### src/rtl/cntr_pkg.sv
// ---------------------------------------------------------------------------
// cntr_pkg
//
// Shared definitions for the cntr_updn_gen counter engine:
//   - cntr_state_e : op-state encoding reported on the 'state' output
//   - STATE_W      : width of the op-state field
//   - next_state() : priority decode of the command inputs into an op-state
//
// Encodings are fixed because downstream logic decodes the 'state' output
// directly; 3'b110 and 3'b111 are never produced.
// ---------------------------------------------------------------------------
package cntr_pkg;

  localparam int STATE_W = 3;

  typedef enum logic [STATE_W-1:0] {
    IDLE = 3'b000,
    LOAD = 3'b001,
    INC  = 3'b010,
    INC2 = 3'b011,
    DEC  = 3'b100,
    DEC2 = 3'b101
  } cntr_state_e;

  // Priority decode of the command inputs. clr wins over load, load wins
  // over counting, and a simultaneous inc/dec cancels out into a hold that
  // reports IDLE. dbl only selects the stride of a count op.
  function automatic cntr_state_e next_state(
    input logic clr,
    input logic load,
    input logic inc,
    input logic dec,
    input logic dbl
  );
    cntr_state_e ns;
    ns = IDLE;
    if (clr) begin
      ns = IDLE;
    end else if (load) begin
      ns = LOAD;
    end else if (inc && dec) begin
      ns = IDLE;
    end else if (inc) begin
      ns = dbl ? INC2 : INC;
    end else if (dec) begin
      ns = dbl ? DEC2 : DEC;
    end else begin
      ns = IDLE;
    end
    return ns;
  endfunction

endpackage

### src/rtl/cntr_addsub.sv
// ---------------------------------------------------------------------------
// cntr_addsub
//
// Purely combinational (WIDTH+1)-bit adder/subtractor shared by all four
// count ops of cntr_updn_gen.
//
// Ports:
//   a      in  WIDTH  current count
//   b      in  WIDTH  operand (1 or step, muxed by the caller)
//   sub    in  1      0: a + b, 1: a - b
//   result out WIDTH  low WIDTH bits of the sum/difference (modulo wrap)
//   carry  out 1      carry-out for add, borrow for subtract
// ---------------------------------------------------------------------------
module cntr_addsub #(
  parameter int WIDTH = 8
) (
  input  logic [WIDTH-1:0] a,
  input  logic [WIDTH-1:0] b,
  input  logic             sub,
  output logic [WIDTH-1:0] result,
  output logic             carry
);

  logic [WIDTH:0] ext;

  // Zero-extending both operands by one bit makes the MSB of the result the
  // carry on an add and the borrow (a < b) on a subtract, so one flag serves
  // both directions.
  always_comb begin
    if (sub) begin
      ext = {1'b0, a} - {1'b0, b};
    end else begin
      ext = {1'b0, a} + {1'b0, b};
    end
  end

  assign result = ext[WIDTH-1:0];
  assign carry  = ext[WIDTH];

endmodule

### src/rtl/cntr_updn_gen.sv
// ---------------------------------------------------------------------------
// cntr_updn_gen
//
// Parametrised loadable up/down counter with a registered op-state, runtime
// step size, enable, synchronous clear, overflow/underflow pulses and
// terminal-count flags. Output is registered: one cycle command-to-count.
//
// Build option:
//   CNTR_SAT_EN  when defined, up-ops clamp at all-ones and down-ops clamp at
//                zero instead of wrapping; ovf/unf still pulse whenever the
//                unclamped result would have wrapped.
//
// Parameters:
//   WIDTH    counter/data width in bits (>= 2)
//   RST_VAL  count value loaded by rst and clr
//
// Ports:
//   clk    in  1        rising-edge clock
//   rst    in  1        synchronous active-high reset (overrides en)
//   en     in  1        global enable; 0 holds count and state
//   clr    in  1        synchronous clear to RST_VAL
//   load   in  1        load d_in
//   inc    in  1        count up
//   dec    in  1        count down
//   dbl    in  1        with inc/dec: stride is step instead of 1
//   d_in   in  WIDTH    load value
//   step   in  WIDTH    stride for INC2/DEC2
//   d_out  out WIDTH    registered count
//   state  out 3        registered op applied on the last enabled edge
//   ovf    out 1        registered pulse: up-op carried out
//   unf    out 1        registered pulse: down-op borrowed
//   tc_hi  out 1        d_out is all ones
//   tc_lo  out 1        d_out is zero
// ---------------------------------------------------------------------------
module cntr_updn_gen
  import cntr_pkg::*;
#(
  parameter int               WIDTH   = 8,
  parameter logic [WIDTH-1:0] RST_VAL = '0
) (
  input  logic               clk,
  input  logic               rst,
  input  logic               en,
  input  logic               clr,
  input  logic               load,
  input  logic               inc,
  input  logic               dec,
  input  logic               dbl,
  input  logic [WIDTH-1:0]   d_in,
  input  logic [WIDTH-1:0]   step,
  output logic [WIDTH-1:0]   d_out,
  output logic [STATE_W-1:0] state,
  output logic               ovf,
  output logic               unf,
  output logic               tc_hi,
  output logic               tc_lo
);

  localparam logic [WIDTH-1:0] ONE = {{(WIDTH-1){1'b0}}, 1'b1};

  cntr_state_e      op_state;
  cntr_state_e      state_q;
  cntr_state_e      state_d;
  logic [WIDTH-1:0] count_q;
  logic [WIDTH-1:0] count_d;
  logic [WIDTH-1:0] operand;
  logic [WIDTH-1:0] sum;
  logic             carry;
  logic             is_down;
  logic             ovf_q;
  logic             ovf_d;
  logic             unf_q;
  logic             unf_d;

  // Decode this edge's command into the op it would perform, and set up the
  // shared adder: direction from the op, stride from dbl.
  always_comb begin
    op_state = next_state(clr, load, inc, dec, dbl);
    is_down  = (op_state == DEC) || (op_state == DEC2);
    operand  = dbl ? step : ONE;
  end

  cntr_addsub #(
    .WIDTH (WIDTH)
  ) u_addsub (
    .a      (count_q),
    .b      (operand),
    .sub    (is_down),
    .result (sum),
    .carry  (carry)
  );

  // Next count, op-state and flags. The flags default low so that a disabled
  // edge, clr, load and the hold ops all clear any pending pulse; only an
  // up/down op that wraps raises one. IDLE covers clr as well as the two
  // hold cases, so clr is tested explicitly to pick RST_VAL.
  always_comb begin
    count_d = count_q;
    state_d = state_q;
    ovf_d   = 1'b0;
    unf_d   = 1'b0;
    if (en) begin
      state_d = op_state;
      case (op_state)
        IDLE: begin
          if (clr) begin
            count_d = RST_VAL;
          end
        end
        LOAD: begin
          count_d = d_in;
        end
        INC, INC2: begin
          ovf_d = carry;
`ifdef CNTR_SAT_EN
          count_d = carry ? '1 : sum;
`else
          count_d = sum;
`endif
        end
        DEC, DEC2: begin
          unf_d = carry;
`ifdef CNTR_SAT_EN
          count_d = carry ? '0 : sum;
`else
          count_d = sum;
`endif
        end
        default: begin
          count_d = count_q;
        end
      endcase
    end
  end

  // State register; reset takes effect regardless of en.
  always_ff @(posedge clk) begin
    if (rst) begin
      count_q <= RST_VAL;
      state_q <= IDLE;
      ovf_q   <= 1'b0;
      unf_q   <= 1'b0;
    end else begin
      count_q <= count_d;
      state_q <= state_d;
      ovf_q   <= ovf_d;
      unf_q   <= unf_d;
    end
  end

  assign d_out = count_q;
  assign state = state_q;
  assign ovf   = ovf_q;
  assign unf   = unf_q;
  assign tc_hi = &count_q;
  assign tc_lo = ~|count_q;

endmodule

### config.mk
export PLATFORM = sky130hd
export DESIGN_NAME = cntr_updn_gen
export DESIGN_NICKNAME = d
export VERILOG_FILES = /design/src/rtl/cntr_pkg.sv /design/src/rtl/cntr_addsub.sv /design/src/rtl/cntr_updn_gen.sv
export SDC_FILE = /design/constraint.sdc
export NUM_CORES = 1
export LEC_CHECK = 0
export BUFFER_PORTS_ARGS = -buffer_cell sky130_fd_sc_hd__buf_2
export CORE_MARGIN = 3
export CORE_UTILIZATION = 54
export DETAILED_ROUTE_END_ITERATION = 8
export PLACE_DENSITY_LB_ADDON = 0.15
export SLEW_MARGIN = 20
export SYNTH_ARGS = -nofsm -noshare
export SYNTH_HDL_FRONTEND = slang
export SYNTH_SLANG_ARGS = --single-unit
### constraint.sdc
create_clock -name clk -period 6.1 [get_ports clk]
set_clock_uncertainty 0.2 [all_clocks]
set_input_delay 1.22 -clock clk [delete_from_list [all_inputs] [get_ports clk]]
set_output_delay 1.22 -clock clk [all_outputs]
set_load 0.01 [all_outputs]
==> summary.txt, run 1 <==
Place
  • DP HPWL: 2700 um
  • Gp weighted congestion: 0.901
  • Area post-placement: 1410 um2
  • # port buffers: 38
  • Place WS: 1.94 ns

Die
  • Horiz. Die Dim: 53.3 um
  • FP Rows: 16
  • Die Footprint: 2840 um2
  • I/O pins: 39
  • Die Span Y: 53.3 um
  • Core area: 2040 um2
  • Effective utilization at floorplan: 59.1%

Critical path
  • Crit Path Class: in -> reg
  • CP startpoint kind: input pin
  • Worst endpoint data arrival time: 4.02 ns
  • CP required: 6.13 ns
  • Crit-path max FO: 9
  • Setup crit end kind: flop

STA
  • Count of pins over their slew limit: 0
  • Slew HR: 48.0%
  • Worst setup margin: 2.10 ns
  • Fmax: 250 MHz
  • Tmin final: 4.00 ns
  • Setup TNS: 0 ns
  • Worst Tran Pin Value: 0.778 ns
  • Final setup fails: 0
  • Fin crit share: 65.5%
  • RSZ-0062 raised after global routing: false
  • Final Hold Viols: 0

Routing
  • First-pass DRT Iterations: 4
  • Via-per-instance ratio: 6.20
  • WL final: 3500 um
  • Routed via count: 1383
  • Antenna Nets Post-Route: 0
  • Iteration-0 DRC Markers: 28
  • Residual DRC: 0
  • Wire per inst: 15.7 um

Power and ir drop
  • Switching share of power: 36.0%
  • Sw power: 0.0862 mW
  • P per Cell Area: 167 nW/um2
  • Combinational share of power: 38.0%
  • Worst vdd ir: 0.135 mV
  • P_leak: 0.664 nW
  • Seq pwr share: 39.6%
  • Int Power: 0.153 mW
  • Power Total: 0.240 mW
  • Clock power share: 22.4%

CTS
  • Sink Count: 13
  • Max clock buf depth: 2
  • CTS tree: done
  • Clock Root Buffer: clkbuf_4
  • Worst skew pair latency: 0.28 ns
  • PostCTS Resize Cnt: 0
  • # Post-CTS Setup Buffers: 0
  • H-tree levels: 1
  • Clock transition at the registers of the reported paths: 0.08 ns
  • TritonCTS buffer count: 3
  • # hold bufs at CTS: 0

GRT
  • Grt total ovfl: 0
  • Largest net degree at the start of global routing: 17
  • Vias in the first global route: 1225
  • Global Route Usage Sum: 26.3%
  • Global-route wire length before repair: 5510 um
  • Antenna violations before repair: 0

Cells and area
  • Area delta synth->final: 19.1%
  • Antenna cell count: 0
  • Final nets: 231
  • Ratio of cells with drive above 1 in the final layout: 24.0%
  • Post-route cell area: 1440 um2

Logic synthesis
  • Seq/Total Area, Yosys: 21.6%
  • Ys Warns: 0
  • Yosys reg bits: 13
  • Top FF cell, synth: dfxtp_1
  • Avg Inst Size Synth: 7.59 um2
  • Post-synth cell types: 47
  • Post-synthesis async set-or-reset flop share: 0%
  • Post-Synthesis Cells: 159
  • Net count after synthesis: 193
  • Mapped Area: 1210 um2
  • Post-synth EDFFs: 0

Outcome
  • Status: complete, no violations

Min path
  • Worst Hold Class: reg -> reg

Flow run
  • Max-cap check violation count: 0
[power by group through the flow]
stage	Clock, mW	Sequential (mW)	Combinational (mW)
CTS	0.0541	0.0945	0.0900
floorplan	0	0.0973	0.0576
global route	0.0575	0.0955	0.101
detailed placement	0	0.0966	0.0888
global placement	0	0.0962	0.0857
finish	0.0536	0.0949	0.0911
[per-stage QoR]
stage / cells / hold WS (ns) / utilization, %
after global routing: 223 / 0.332 / 70.4
after CTS: 223 / 0.303 / 70.4
final: 223 / 0.294 / 70.4
after floorplan: 159 / 0.331 / -
after detailed placement: 219 / 0.285 / 69.1
after global placement: 219 / 0.268 / 69.1
[state kept, by name (all words and copies together) (netlist names)]
| register | cells |
|---|---|
| state | 3 |
| ovf | 1 |
| d_out | 8 |
| unf | 1 |
[logic make-up after synthesis]
logic type / after synthesis / share of synthesized area [%]
flip-flops: 13 / 21.6
XOR/XNOR: 4 / 3.52
multiplexers: 3 / 2.49
buffers and inverters: 13 / 4.14
AND/OR/NAND/NOR: 65 / 28.7
AO/OA/AOI/OAI: 51 / 28.6
adder cells (fa/ha/maj): 10 / 11.0
[area by class of cell]
cell class                 count  area, um2
fill                         183        604
multi-input combinational    133        897
sequential                    13        260
timing repair buffer          38        190
tap                           27       33.8
inverter                       8       30.0
clock buffer                   4       26.3
[synthesized netlist by cell type, drive strengths merged, types with 3 or more instances]
cell type	number	share of area, %
dfxtp	13	22
nor4b	4	3.4
a31oi	4	2.1
ha	9	9.3
clkbuf	4	1.2
nor2b	7	3.6
inv	8	2.5
xor2	3	2.8
a21oi	10	4.1
or4	3	1.9
mux2i	3	2.5
nand3	4	1.7
nand2	11	3.4
nor2	20	6.2
o21ai	14	6.1
[final timing paths]
check / cells after the start / from / slack (ns) / endpoint
setup / recovery: 10 / inc / 2.10 / d_out[7]
hold / removal: 2 / state[1] / 0.29 / state[1]
setup reg to reg: 8 / d_out[0] / 3.74 / ovf
hold reg to reg: 2 / state[1] / 0.29 / state[1]
[metal layers]
layer	track usage, %	vias to the layer above	part of all wire (%)
met4	8.94	0	2.1
met2	43.5	69	48
li1	-	666	-
met3	2.54	10	8.4
met5	0	-	0
met1	35.1	638	41
[cell usage in the layout, fill, tap and decap left out, types with 3 or more instances in the layout]
cell and count:
buf_2 38, nor2_1 20, o21ai_0 13, dfxtp_1 13, nand2_1 11, a21oi_1 10, ha_1 9, inv_1 8
nor2b_1 7, a31oi_1 4, nand3_1 4, or4_1 3, nor4b_1 3, mux2i_1 3, clkbuf_4 3
[worst max-delay path: stages]
cell and delay [ns]:
buf_2 0.14, nor4b_2 0.72, nor2_1 0.15, xor2_1 0.20
ha_1 0.33, o21a_1 0.20, o31a_1 0.13, o31ai_1 0.38
or4b_1 0.47, nand3_1 0.09
(Power assumes the default switching activity.)
==> run 2, diff against run 1 <==
CORE_UTILIZATION = 45   (was 54)
clock period = 3.3 ns   (was 6.1 ns; I/O delays follow)
==> run 2 against run 1 <==
  * Setup slack worse by 1.8 ns
  * Critical path depth is 1 higher
  * Worst hold slack improved by 0.0012 ns
  * Total power up 89%
  * Largest power group is now combinational logic
  * Sequential power increased by 84%
  * Critical path type unchanged
==> summary.txt, run 2 (synthesized netlist as in run 1, its figures left out) <==
Min path
  • Worst Hold Class: reg -> reg (unchanged)
  • Hold_sp: state[0] (was state[1])

Critical path
  • Crit-path max FO: 4 (was 9)
  • Cell Chain, Critical Path: buf_2 -> nor2b_1 -> ha_1 -> nor2_1 -> xor2_1 -> ha_1 -> o21a_1 -> o31a_1 -> o31ai_1 -> or4b_1 -> nand3_1 (was buf_2 -> nor4b_2 -> nor2_1 -> xor2_1 -> ha_1 -> o21a_1 -> o31a_1 -> o31ai_1 -> or4b_1 -> nand3_1)
  • Worst setup path startpoint: dbl (was inc)
  • Most used cell along the critical path: ha_1
  • Buf/Inv on CP: 1 (unchanged)
  • Reg2reg start: d_out[0] (unchanged)
  • CP startpoint kind: input pin (unchanged)
  • Slowest stage cell, crit path: or4b_1 (was nor4b_2)
  • Worst endpoint data arrival time: 3.05 ns (was 4.02 ns)
  • Setup crit end kind: flop (unchanged)
  • Crit Path Class: in -> reg (unchanged)
  • Crit path max-delay family: simple AND/OR/NAND/NOR gates (unchanged)
  • Max incr delay on CP: 0.47 ns (was 0.72 ns)
  • CP required: 3.32 ns (was 6.13 ns)

Cells and area
  • Area delta synth->final: 23.7% (was 19.1%)
  • Commonest non-fill, non-tap cells in the layout: 38 x buf_2, 20 x nor2_1, 13 x o21ai_0, 13 x dfxtp_1, 11 x nand2_1 (unchanged)
  • Commonest non-fill, non-tap cell in the layout: buf_2 (unchanged)
  • Post-route cell area: 1490 um2 (was 1440 um2)
  • Number of fill cells: 243 (was 183)
  • Footprint of the multi-input gates: 897 um2 (unchanged)
  • Final nets: 238 (was 231)
  • Ratio of cells with drive above 1 in the final layout: 26.6% (was 24.0%)
  • Sequential cell area: 260 um2 (unchanged)
  • Non-Filler Instances: 233 (was 223)
  • Max reg flops: 8 (unchanged)
  • Antenna cell count: 0 (unchanged)

Place
  • # port buffers: 38 (unchanged)
  • Area post-placement: 1470 um2 (was 1410 um2)
  • DP HPWL: 2650 um (was 2700 um)
  • Gp weighted congestion: 0.909 (was 0.901)
  • Placed Cells: 229 (was 219)

Die
  • Die Footprint: 3340 um2 (was 2840 um2)
  • I/O pins: 39 (unchanged)
  • Die Span Y: 57.8 um (was 53.3 um)
  • Horiz. Die Dim: 57.8 um (was 53.3 um)
  • Core area: 2520 um2 (was 2040 um2)
  • FP Rows: 18 (was 16)
  • Effective utilization at floorplan: 47.9% (was 59.1%)

Power and ir drop
  • P per Cell Area: 303 nW/um2 (was 167 nW/um2)
  • Worst vdd ir: 0.263 mV (was 0.135 mV)
  • P_leak: 0.700 nW (was 0.664 nW)

STA
  • Fin crit share: 91.8%
  • Final Hold Viols: 0 (unchanged)
  • RSZ-0062 raised after global routing: false (unchanged)
  • Count of pins over their slew limit: 0 (unchanged)
  • Final setup fails: 0 (unchanged)
  • Fmax: 330 MHz
  • Tmin final: 3.03 ns
  • Slew HR: 58.1% (was 48.0%)
  • Worst Tran Pin Value: 0.628 ns (was 0.778 ns)
  • Setup TNS: 0 ns (unchanged)

CTS
  • CTS tree: done (unchanged)
  • Sink Count: 13 (unchanged)
  • Clock transition at the registers of the reported paths: 0.08 ns (about the same)
  • TritonCTS buffer count: 3 (unchanged)
  • # hold bufs at CTS: 0 (unchanged)
  • # Post-CTS Setup Buffers: 0 (unchanged)
  • Clock Root Buffer: clkbuf_4 (unchanged)
  • PostCTS Resize Cnt: 0 (unchanged)
  • Worst skew pair latency: 0.28 ns (about the same)
  • Max clock buf depth: 2 (unchanged)
  • H-tree levels: 1 (unchanged)

GRT
  • Grt total ovfl: 0 (unchanged)
  • Vias in the first global route: 1253 (was 1225)
  • Global-route wire length before repair: 5490 um (was 5510 um)
  • Global Route Usage Sum: 20.8% (was 26.3%)
  • Antenna violations before repair: 0 (unchanged)
  • Largest net degree at the start of global routing: 17 (unchanged)

Routing
  • WL final: 3330 um (was 3500 um)
  • Residual DRC: 0 (unchanged)
  • Antenna Nets Post-Route: 0 (unchanged)
  • Wire per inst: 14.3 um (was 15.7 um)
  • First-pass DRT Iterations: 4 (unchanged)
  • Iteration-0 DRC Markers: 90 (was 28)
  • Routed via count: 1360 (was 1383)
  • Via-per-instance ratio: 5.84 (was 6.20)

Outcome
  • Status: complete, no violations (unchanged)

Flow run
  • Max-cap check violation count: 0 (unchanged)
==> run 2: per-layer routing <==
metal	vias to the layer above	wire, um	GRT usage [%]
li1	680	-	-
met2	47	1520	34.7
met3	6	207	2.23
met5	-	0	0
met4	0	35	6.29
met1	627	1570	28.2
==> run 2: tightest hold or removal path, cell delays in order (launching register included) <==
cell     delay, ns
dfxtp_1       0.33
mux2i_1       0.06
nor2_1        0.07
==> run 2: report_power, final <==
group	internal, mW	switching, mW	leakage [nW]
combinational	0.0804	0.0976	0.578
clock	0.0469	0.0526	0.0150
sequential	0.165	0.0101	0.106
total	0.292	0.160	0.700
==> run 2: through the flow <==
stage	hold slack (ns)	power (mW)	util [%]	setup WS [ns]
after floorplan	0.331	0.286	-	0.104
after detailed placement	0.288	0.354	58.2	0.0116
final	0.296	0.453	59.2	0.269
after global placement	0.272	0.349	58.2	0.0593
after CTS	0.307	0.453	59.2	0.273
after global routing	0.344	0.482	59.2	0.0207
==> run 2: worst paths after layout <==
path / to / slack [ns] / depth (start not counted)
max: d_out[7] / 0.27 / 11
max reg2reg: ovf / 0.99 / 8
min: state[0] / 0.30 / 2
min reg2reg: state[0] / 0.30 / 2
==> run 2: final cells by class <==
type                       count  share of cell area [%]
clock buffer                   4                    1.76
inverter                       8                    2.01
multi-input combinational    133                    60.1
sequential                    13                    17.4
tap                           30                    2.51
timing repair buffer          45                    16.2
